**config.mk**
```make
export PLATFORM = sky130hd
export DESIGN_NAME = mem_stage_lsu
export DESIGN_NICKNAME = d
export VERILOG_FILES = /design/src/rtl/riscv_pkg.sv /design/src/rtl/mem_stage_lsu_align.sv /design/src/rtl/mem_stage_lsu.sv
export SDC_FILE = /design/constraint.sdc
export NUM_CORES = 1
export LEC_CHECK = 0
export ABC_CLOCK_PERIOD_IN_PS = 2500
export BUFFER_PORTS_ARGS = -buffer_cell sky130_fd_sc_hd__buf_4
export CAP_MARGIN = 0
export CORE_ASPECT_RATIO = 0.75
export CORE_MARGIN = 4
export CORE_UTILIZATION = 44
export DETAILED_ROUTE_END_ITERATION = 10
export PLACE_DENSITY = 0.74
export SYNTH_ARGS = -nofsm -noshare
export SYNTH_HDL_FRONTEND = slang
export SYNTH_SLANG_ARGS = --single-unit
```
**constraint.sdc**
```tcl
create_clock -name clk -period 2.5 [get_ports clk]
set_clock_uncertainty 0.2 [all_clocks]
set_input_delay 0.5 -clock clk [delete_from_list [all_inputs] [get_ports clk]]
set_output_delay 0.5 -clock clk [all_outputs]
set_load 0.02 [all_outputs]
```
**src/rtl/riscv_pkg.sv**
```systemverilog
// Shared RISC-V core definitions.
// Load/store funct3 codes and LSU state encoding.
package riscv_pkg;

  localparam logic [2:0] F3_LB  = 3'b000;
  localparam logic [2:0] F3_LH  = 3'b001;
  localparam logic [2:0] F3_LW  = 3'b010;
  localparam logic [2:0] F3_LBU = 3'b100;
  localparam logic [2:0] F3_LHU = 3'b101;
  localparam logic [2:0] F3_SB  = 3'b000;
  localparam logic [2:0] F3_SH  = 3'b001;
  localparam logic [2:0] F3_SW  = 3'b010;

  typedef enum logic [1:0] {
    IDLE,
    REQ,
    RSP,
    DONE
  } lsu_state_t;

endpackage

```
**src/rtl/mem_stage_lsu_align.sv**
```systemverilog
// Combinational byte-lane logic for the LSU.
// Misalign detect, store lanes, load extension.
import riscv_pkg::*;

module lsu_align #(
  parameter int DATA_WIDTH = 32
) (
  input  logic                  i_we,
  input  logic [2:0]            i_funct3,
  input  logic [1:0]            i_off,
  input  logic [DATA_WIDTH-1:0] i_wdata,
  input  logic [2:0]            i_ld_funct3,
  input  logic [1:0]            i_ld_off,
  input  logic [DATA_WIDTH-1:0] i_rdata,
  output logic                  o_misaligned,
  output logic [3:0]            o_be,
  output logic [DATA_WIDTH-1:0] o_wdata,
  output logic [DATA_WIDTH-1:0] o_rdata
);

  logic       w_byte;
  logic       w_half;
  logic       w_ld_byte;
  logic       w_ld_half;
  logic       w_ld_sx;
  logic [7:0]  w_b;
  logic [15:0] w_h;

  // Stores only know sb/sh/sw; the unsigned codes fall to word.
  assign w_byte = (i_funct3 == F3_SB) ||
                  (!i_we && i_funct3 == F3_LBU);
  assign w_half = (i_funct3 == F3_SH) ||
                  (!i_we && i_funct3 == F3_LHU);

  assign w_ld_byte = (i_ld_funct3[1:0] == 2'b00);
  assign w_ld_half = (i_ld_funct3[1:0] == 2'b01);
  assign w_ld_sx   = ~i_ld_funct3[2];

  assign w_b = i_rdata[{i_ld_off, 3'b000} +: 8];
  assign w_h = i_rdata[{i_ld_off[1], 4'b0000} +: 16];

  // Access size decode: misalignment, byte enables, lane replication.
  always_comb begin
    o_misaligned = 1'b0;
    o_be         = 4'b1111;
    o_wdata      = i_wdata;
    unique case (1'b1)
      w_byte: begin
        o_be    = 4'b0001 << i_off;
        o_wdata = {4{i_wdata[7:0]}};
      end
      w_half: begin
        o_misaligned = i_off[0];
        o_be         = i_off[1] ? 4'b1100 : 4'b0011;
        o_wdata      = {2{i_wdata[15:0]}};
      end
      default: o_misaligned = |i_off;
    endcase
  end

  // Load lane select with sign or zero extension.
  always_comb begin
    o_rdata = i_rdata;
    unique case (1'b1)
      w_ld_byte: o_rdata = {{24{w_ld_sx & w_b[7]}}, w_b};
      w_ld_half: o_rdata = {{16{w_ld_sx & w_h[15]}}, w_h};
      default:   o_rdata = i_rdata;
    endcase
  end

endmodule

```
**src/rtl/mem_stage_lsu.sv**
```systemverilog
// Memory-stage load/store unit.
// Drives the req/gnt/rvalid data bus and stalls the pipe.
import riscv_pkg::*;

module mem_stage_lsu #(
  parameter int DATA_WIDTH     = 32,
  parameter int ADDR_WIDTH     = 32,
  parameter int TIMEOUT_CYCLES = 16
) (
  input  logic                  clk,
  input  logic                  rst,
  input  logic [ADDR_WIDTH-1:0] i_ALU_Res_M,
  input  logic [DATA_WIDTH-1:0] i_WriteData_M,
  input  logic                  i_MemWrite_M,
  input  logic                  i_MemRead_M,
  input  logic [2:0]            i_Funct3_M,
  input  logic                  i_Hold_M,
  output logic                  o_dmem_req,
  output logic                  o_dmem_we,
  output logic [ADDR_WIDTH-1:0] o_dmem_addr,
  output logic [DATA_WIDTH-1:0] o_dmem_wdata,
  output logic [3:0]            o_dmem_be,
  input  logic                  i_dmem_gnt,
  input  logic                  i_dmem_rvalid,
  input  logic [DATA_WIDTH-1:0] i_dmem_rdata,
  output logic [DATA_WIDTH-1:0] o_ReadData_M,
  output logic                  o_Stall_M,
  output logic                  o_Misaligned_M,
  output logic                  o_BusErr_M
);

  localparam int CW = (TIMEOUT_CYCLES > 2) ?
                      $clog2(TIMEOUT_CYCLES) : 1;

  lsu_state_t r_state;
  lsu_state_t w_next;

  logic [CW-1:0]         r_cnt;
  logic [ADDR_WIDTH-1:0] r_addr;
  logic [DATA_WIDTH-1:0] r_wdata;
  logic [DATA_WIDTH-1:0] r_rdata;
  logic [3:0]            r_be;
  logic [2:0]            r_funct3;
  logic                  r_we;

  logic                  w_op;
  logic                  w_we;
  logic                  w_mis;
  logic [3:0]            w_be;
  logic [DATA_WIDTH-1:0] w_wdata;
  logic [DATA_WIDTH-1:0] w_ldfmt;
  logic                  w_busy;
  logic                  w_timeout;
  logic                  w_capture;
  logic                  w_stall;
  logic                  w_req;
  logic                  w_buserr;
  logic                  w_misout;

  // A simultaneous read and write is handled as a load.
  assign w_op = i_MemRead_M | i_MemWrite_M;
  assign w_we = i_MemWrite_M & ~i_MemRead_M;

  assign w_busy    = (r_state == REQ) || (r_state == RSP);
  assign w_timeout = w_busy &&
                     (r_cnt == CW'(TIMEOUT_CYCLES - 1));

  lsu_align #(
    .DATA_WIDTH (DATA_WIDTH)
  ) u_align (
    .i_we         (w_we),
    .i_funct3     (i_Funct3_M),
    .i_off        (i_ALU_Res_M[1:0]),
    .i_wdata      (i_WriteData_M),
    .i_ld_funct3  (r_funct3),
    .i_ld_off     (r_addr[1:0]),
    .i_rdata      (i_dmem_rdata),
    .o_misaligned (w_mis),
    .o_be         (w_be),
    .o_wdata      (w_wdata),
    .o_rdata      (w_ldfmt)
  );

  // Next-state and handshake outputs.
  always_comb begin
    w_next    = r_state;
    w_capture = 1'b0;
    w_stall   = 1'b0;
    w_req     = 1'b0;
    w_buserr  = 1'b0;
    w_misout  = 1'b0;
    unique case (r_state)
      IDLE: begin
        if (w_op) begin
          if (w_mis) begin
            w_misout = 1'b1;
          end else begin
            w_stall = 1'b1;
            w_next  = REQ;
          end
        end
      end
      REQ: begin
        w_stall = 1'b1;
        if (w_timeout) begin
          w_buserr = 1'b1;
          w_next   = DONE;
        end else begin
          w_req = 1'b1;
          if (i_dmem_gnt) begin
            if (r_we) begin
              w_next = DONE;
            end else if (i_dmem_rvalid) begin
              w_capture = 1'b1;
              w_next    = DONE;
            end else begin
              w_next = RSP;
            end
          end
        end
      end
      RSP: begin
        w_stall = 1'b1;
        if (i_dmem_rvalid) begin
          w_capture = 1'b1;
          w_next    = DONE;
        end else if (w_timeout) begin
          w_buserr = 1'b1;
          w_next   = DONE;
        end
      end
      DONE: begin
        if (!i_Hold_M) w_next = IDLE;
      end
      default: w_next = IDLE;
    endcase
  end

  // State, request latch, timeout counter and load result.
  always_ff @(posedge clk) begin
    if (rst) begin
      r_state  <= IDLE;
      r_cnt    <= '0;
      r_addr   <= '0;
      r_wdata  <= '0;
      r_rdata  <= '0;
      r_be     <= '0;
      r_funct3 <= '0;
      r_we     <= 1'b0;
    end else begin
      r_state <= w_next;
      if (r_state == IDLE && w_next == REQ) begin
        r_addr   <= i_ALU_Res_M;
        r_be     <= w_be;
        r_wdata  <= w_wdata;
        r_funct3 <= i_Funct3_M;
        r_we     <= w_we;
      end
      if (w_busy && w_next != DONE) begin
        r_cnt <= r_cnt + 1'b1;
      end else begin
        r_cnt <= '0;
      end
      if (w_capture) begin
        r_rdata <= w_ldfmt;
      end else if (w_next == IDLE) begin
        r_rdata <= '0;
      end
    end
  end

  assign o_dmem_req     = w_req;
  assign o_dmem_we      = r_we;
  assign o_dmem_addr    = {r_addr[ADDR_WIDTH-1:2], 2'b00};
  assign o_dmem_wdata   = r_wdata;
  assign o_dmem_be      = r_be;
  assign o_ReadData_M   = r_rdata;
  assign o_Stall_M      = w_stall;
  assign o_Misaligned_M = w_misout;
  assign o_BusErr_M     = w_buserr;

endmodule

```
* Word level (Yosys, flattened, before mapping) *
Cells that the tools add are included.

word-level totals
  bits of input ports = 106
  bits in registers = 110
  output and inout port bits = 105
  logic and storage cells = 79

operators by class
  shift operators = 3
  add/subtract/negate cells = 1
  equality and inequality tests = 10
  bitwise logic cells = 7
  reduce and logical (&&, ||, !) cells = 17
  mux-type cells = 33

operators with widths
  operator                                              number
  one-hot mux 32 bit (2 select lines)                   2
  two-way mux 32 bit                                    2
  indexed part select 32 x 6 -> 16 bit                  1
  indexed part select 32 x 6 -> 8 bit                   1
  two-way mux 1 bit                                     15
  two-way mux 2 bit                                     7
  one-hot mux 1 bit (2 select lines)                    4
  one-hot mux 2 bit (4 select lines)                    1
  one-hot mux 4 bit (2 select lines)                    1
  equality test 2 x 1 -> 1 bit (second input constant)  3
  equality test 3 bit (second input constant)           2
  logical NOT 2 bit                                     3
  OR reduction 2 bit                                    3
  logical AND 1 bit                                     5
  adder 4 x 1 -> 4 bit (second input constant)          1
  equality test 2 bit (second input constant)           2
  equality test 4 bit (second input constant)           1
  two-way mux 4 bit                                     1
  left shift 1 x 2 -> 4 bit (first input constant)      1
  AND 1 bit                                             3
  equality test 3 x 1 -> 1 bit (second input constant)  1
  logical NOT 3 bit                                     1
  logical OR 1 bit                                      3
  NOT 1 bit                                             3
  other kinds (4)                                       4

* Logic depth before layout (Yosys ltp) *
  depth after elaboration = 13
  depth in mapped cells = 9
  gate-level depth less buffers = 7

* Hierarchy *
A second synthesis with hierarchy kept.

second synthesis, totals
  cell total of the unflattened synthesis = 674
  area total of the unflattened synthesis = 5307.6 µm²

by module, submodules not included
  module         cells an instance  times used  sequential area each (µm²)  area an instance (µm²)
  mem_stage_lsu  476                1           2202.1                      4125.2
  lsu_align      198                1           0.0                         1182.4

* Worst setup path before layout *
No wires, ideal clock.

  kind = reg2reg
  start = register r_state[0]
  end = register r_rdata[16] (netlist: o_ReadData_M[16])
  setup time = 0.138 ns
  buffers on the path = 2
  path slack = 0.017 ns
  period minus slack after synthesis = 2.483 ns
  cell stages (with the launch flop) = 10
  data required time = 2.162 ns
  arrival time = 2.145 ns
  cells stage by stage = dfxtp_1 > inv_1 > ha_1 > clkbuf_1 > or2_1 > a311o_1 > a211o_1 > a22oi_4 > buf_6 > o32ai_1

between the ends
  word-level cells in the longest chain between the ends = 8
  elaborated cells between the ends (all ways) = 19
  those cells by class = 3 x eq/ne; 11 x mux; 5 x reduce/logical

RTL lines
  item                                                                        RTL line                                  RTL
  start, declared                                                             mem_stage_lsu.sv:35                       lsu_state_t r_state;
  start signal, assigned                                                      mem_stage_lsu.sv:151                      r_state <= w_next;
  equality test 2 x 1 -> 1 bit / equality test 2 bit (equally long branches)  mem_stage_lsu.sv:64, mem_stage_lsu.sv:92
  logical OR 1 bit                                                            mem_stage_lsu.sv:64                       assign w_busy = (r_state == REQ) || (r_state == RSP);
  logical AND 1 bit                                                           mem_stage_lsu.sv:65                       assign w_timeout = w_busy &&
  two-way mux 2 bit                                                           mem_stage_lsu.sv:127                      end else if (w_timeout) begin
  two-way mux 2 bit                                                           mem_stage_lsu.sv:124                      if (i_dmem_rvalid) begin
  one-hot mux 2 bit (4 select lines)                                          mem_stage_lsu.sv:92                       unique case (r_state)
  logical NOT 2 bit                                                           mem_stage_lsu.sv:166                      end else if (w_next == IDLE) begin
  nonzero test 2 bit (no source line)                                         -
  end signal, assigned                                                        mem_stage_lsu.sv:165                      r_rdata <= w_ldfmt;
  end, declared                                                               mem_stage_lsu.sv:41                       logic [DATA_WIDTH-1:0] r_rdata;

Parallel ways exist; a longest one is shown, timed or not.
A chain may end at the register's enable or synchronous reset.

* Worst setup path in the final report *
  start = register r_state[0]
  end = register r_rdata[9] (netlist: o_ReadData_M[9])

The elaborated chain is that of the path after synthesis.

==> summary.md <==
| Metric | Value |
|---|---|
| Antenna fix cells | `0` |
| Congestion Overflow GR | `0` |
| Sequential share of the synthesized area | `0.421` |
| Hold path start | `i_dmem_rdata[22]` |
| Crit path max fanout | `32` |
| Ratio of cells with drive above 1 in the final layout | `0.321` |
| Row cnt | `34` |
| Mapped Avg Cell Area | `8.01 µm²` |
| Cells after synthesis | `654` |
| Unique masters post-synth | `52` |
| Port bufs | `208` |
| TritonCTS clock tree | `built` |
| Core region area | `11600 µm²` |
| Worst skew pair latency | `0.34 ns` |
| Layout Nets | `934` |
| WL/cell | `16.2 µm` |
| Slew HR | `0.546` |
| Comb power frac | `0.422` |
| Final Cycle Share | `0.975` |
| Final setup viols | `0` |
| Switch Pwr | `2420 µW` |
| Final setup margin | `0.0630 ns` |
| Remaining DRCs | `0` |
| Clock Path Buffers | `2` |
| FF-to-FF path depth | `8` |
| Clk sinks | `110` |
| Critical path required time | `2.51 ns` |
| Vias in the first global route | `4869` |
| DIE AREA | `13700 µm²` |
| CTS Buf Count | `9` |
| 1st-iter DRT viols | `284` |
| Drt pass-1 iters | `5` |
| HP Class | `in -> reg` |
| Setup slack, reg-to-reg | `0.06 ns` |
| Final number of hold-violating endpoints | `0` |
| I/O pin count | `211` |
| DP Wirelength | `11800 µm` |
| Largest net degree at the start of global routing | `63` |
| Worst Path Class, Setup | `reg -> reg` |
| CTS clk-pin slew, worst paths | `0.07 ns` |
| RSZ-0062 raised after global routing | `false` |
| Max-slew violations | `0` |
| Worst vdd ir | `457 µV` |
| First-pass GRT wire length | `24800 µm` |
| Hold Path Depth | `3` |
| Mapped Area | `5240 µm²` |
| Antenna violations before repair | `0` |
| Asr flop ratio synth | `0` |
| Critical Path AT | `2.45 ns` |
| Die width | `134 µm` |
| Final ANT Viol Nets | `0` |
| Total power | `6410 µW` |
| Place WS | `0.0119 ns` |
| Top_reg_cell synth | `dfxtp_1` |
| EDFF count, synth | `0` |
| Die height | `102 µm` |
| Dominant cells by area after synthesis | `dfxtp_1 42%, nand2_1 11%, a21oi_1 6.6%, o32ai_1 5.4%, buf_4 4.6%` |
| Tmin final | `2.44 ns` |
| Int Power | `3980 µW` |
| Yosys warns | `0` |
| Critical Path Source | `r_state[0]$_SDFF_PP0_` |
| PD cells | `893 nW/µm²` |
| Max-cap viol count | `0` |
| Status | `completed` |
| CTS root buffer | `clkbuf_16` |
| #FFs+latches synth | `110` |
| H-Tree Depth | `3` |
| R2r startpoint | `r_state[0]$_SDFF_PP0_` |
| Area fraction of the dominant cell type after synthesis | `0.421` |
| Worst setup EP type | `register` |
| DRT Wirelength | `16000 µm` |
| Clock power share | `0.230` |
| Worst Tran Pin Value | `0.681 ns` |
| Sequential fraction of design power | `0.348` |
| Vias per inst | `5.28` |
| Fillcell total | `1044` |
| Initial Utilization | `0.451` |
| Yosys top cell by area | `dfxtp_1` |
| Vias post-DR | `5226` |
| Gr usage total | `0.224` |
| Startpoint types | `register` |
| Routability cong. | `0.900` |
| Area growth syn-to-layout | `37.0%` |
| Sw frac | `0.378` |
| FMAX | `410 MHz` |
| Pleak | `0.00308 µW` |
routing by layer:
metal,wire length (µm),global-route usage,part of all wire,up-vias
li1,-,-,-,2566
met3,1290,0.0689,0.081,19
met1,6920,0.294,0.43,2438
met4,210,0.0561,0.013,0
met5,0,0,0,-
met2,7590,0.364,0.47,203
state kept, by name, summed over array words and instances, names as in the netlist:
name,cells
o_ReadData_M,32
o_dmem_be,4
o_dmem_wdata,32
o_dmem_we,1
r_addr,32
r_cnt,4
r_funct3,3
r_state,2
cell type report:
cell class | count | area (µm²) | area share
Inverter | 47 | 179 | 0.0249
Timing Repair Buffer | 235 | 1820 | 0.254
Multi-Input combinational cell | 420 | 2460 | 0.343
Clock inverter | 6 | 66.3 | 0.00924
Sequential cell | 110 | 2210 | 0.307
Clock buffer | 10 | 239 | 0.0333
Tap cell | 162 | 203 | 0.0283
worst paths after layout:
path | to
setup / recovery | o_ReadData_M[9]$_SDFFE_PP0P_
setup reg to reg | o_ReadData_M[9]$_SDFFE_PP0P_
hold / removal | o_ReadData_M[22]$_SDFFE_PP0P_
hold reg to reg | r_cnt[0]$_SDFF_PP0_
power by group through the flow:
| stage | logic [µW] | clock network [µW] | registers, µW |
|---|---|---|---|
| after floorplan | 1560 | 0 | 2410 |
| after global placement | 2560 | 0 | 2250 |
| after detailed placement | 2620 | 0 | 2260 |
| after CTS | 2650 | 1510 | 2230 |
| after global routing | 2910 | 1590 | 2270 |
| final | 2700 | 1470 | 2230 |
metrics by stage:
step / instances / area (µm²) / utilization / hold WS (ns) / setup TNS (ns)
floorplan: 655 / 5240 / - / 0.218 / 0
global placement: 971 / 6810 / 0.586 / 0.230 / -0.0134
detailed placement: 971 / 6810 / 0.586 / 0.236 / 0
CTS: 987 / 7130 / 0.614 / 0.188 / 0
global route: 990 / 7170 / 0.618 / 0.187 / 0
finish: 990 / 7170 / 0.618 / 0.197 / 0
what timing repair did:
| action | in CTS | in global routing |
|---|---|---|
| buffers inserted | 0 | 3 |
| hold buffers | 0 | 0 |
| endpoints found under the setup margin | 2 | 28 |
| cloned | 0 | 0 |
| endpoints found under the hold margin | 0 | 0 |
| resized for setup | 7 | 6 |
| pin swaps | 1 | 3 |
placed cells by master, fill, tap and decap left out, types with 2 or more instances in the layout:
cell type / synthesis / routed
a211o_1: 2 / 2
a211oi_1: 2 / 2
a21o_1: 3 / 3
a21oi_1: 69 / 67
a21oi_2: 0 / 2
a221oi_1: 7 / 7
a311o_1: 2 / 2
a311oi_1: 10 / 10
buf_12: 0 / 4
buf_4: 32 / 229
buf_6: 3 / 2
clkbuf_16: 0 / 9
clkinv_2: 0 / 2
conb_1: 1 / 2
dfxtp_1: 110 / 109
ha_1: 5 / 4
inv_1: 46 / 44
inv_6: 0 / 3
mux2i_1: 15 / 15
mux4_2: 2 / 2
nand2_1: 147 / 147
nand2b_1: 3 / 3
nor2_1: 44 / 44
nor2b_1: 5 / 4
nor3_1: 2 / 2
o211ai_1: 17 / 17
o21a_1: 2 / 2
o21ai_0: 13 / 12
o221ai_1: 7 / 7
o22a_1: 7 / 7
o32ai_1: 32 / 32
worst max-delay path: stages (launching register included):
cell	delay [ns]
dfxtp_4	0.37
buf_4	0.14
buf_4	0.13
ha_1	0.23
a311o_1	0.36
a211o_1	0.35
a22oi_4	0.20
buf_12	0.21
o32ai_1	0.11
cell usage after synthesis, types with 2 or more instances:
| master | n |
|---|---|
| buf_6 | 3 |
| a311o_1 | 2 |
| ha_1 | 5 |
| o211ai_1 | 17 |
| a211o_1 | 2 |
| dfxtp_1 | 110 |
| o21a_1 | 2 |
| a211oi_1 | 2 |
| clkbuf_1 | 38 |
| a311oi_1 | 10 |
| buf_1 | 2 |
| a221oi_1 | 7 |
| mux2i_1 | 15 |
| mux4_2 | 2 |
| nor2_1 | 44 |
| nand2_1 | 147 |
| a21oi_1 | 69 |
| o221ai_1 | 7 |
| buf_4 | 32 |
| nor2b_1 | 5 |
| o21ai_0 | 13 |
| a21o_1 | 3 |
| buf_2 | 3 |
| nor3_1 | 2 |
| o22a_1 | 7 |
| inv_1 | 46 |
| o32ai_1 | 32 |
| nand2b_1 | 3 |
logic make-up (layout without fill, tap and decap cells):
kind of cell,after synthesis,in the layout,synth area share
other cells,1,2,0.000716
flops,110,110,0.421
compound gates,184,184,0.247
mux,18,18,0.0394
fa+ha+maj,5,5,0.0119
buf+inv,125,298,0.118
xor+xnor,2,2,0.00335
simple gates,209,209,0.160
Power figures use the tool's default switching activity.
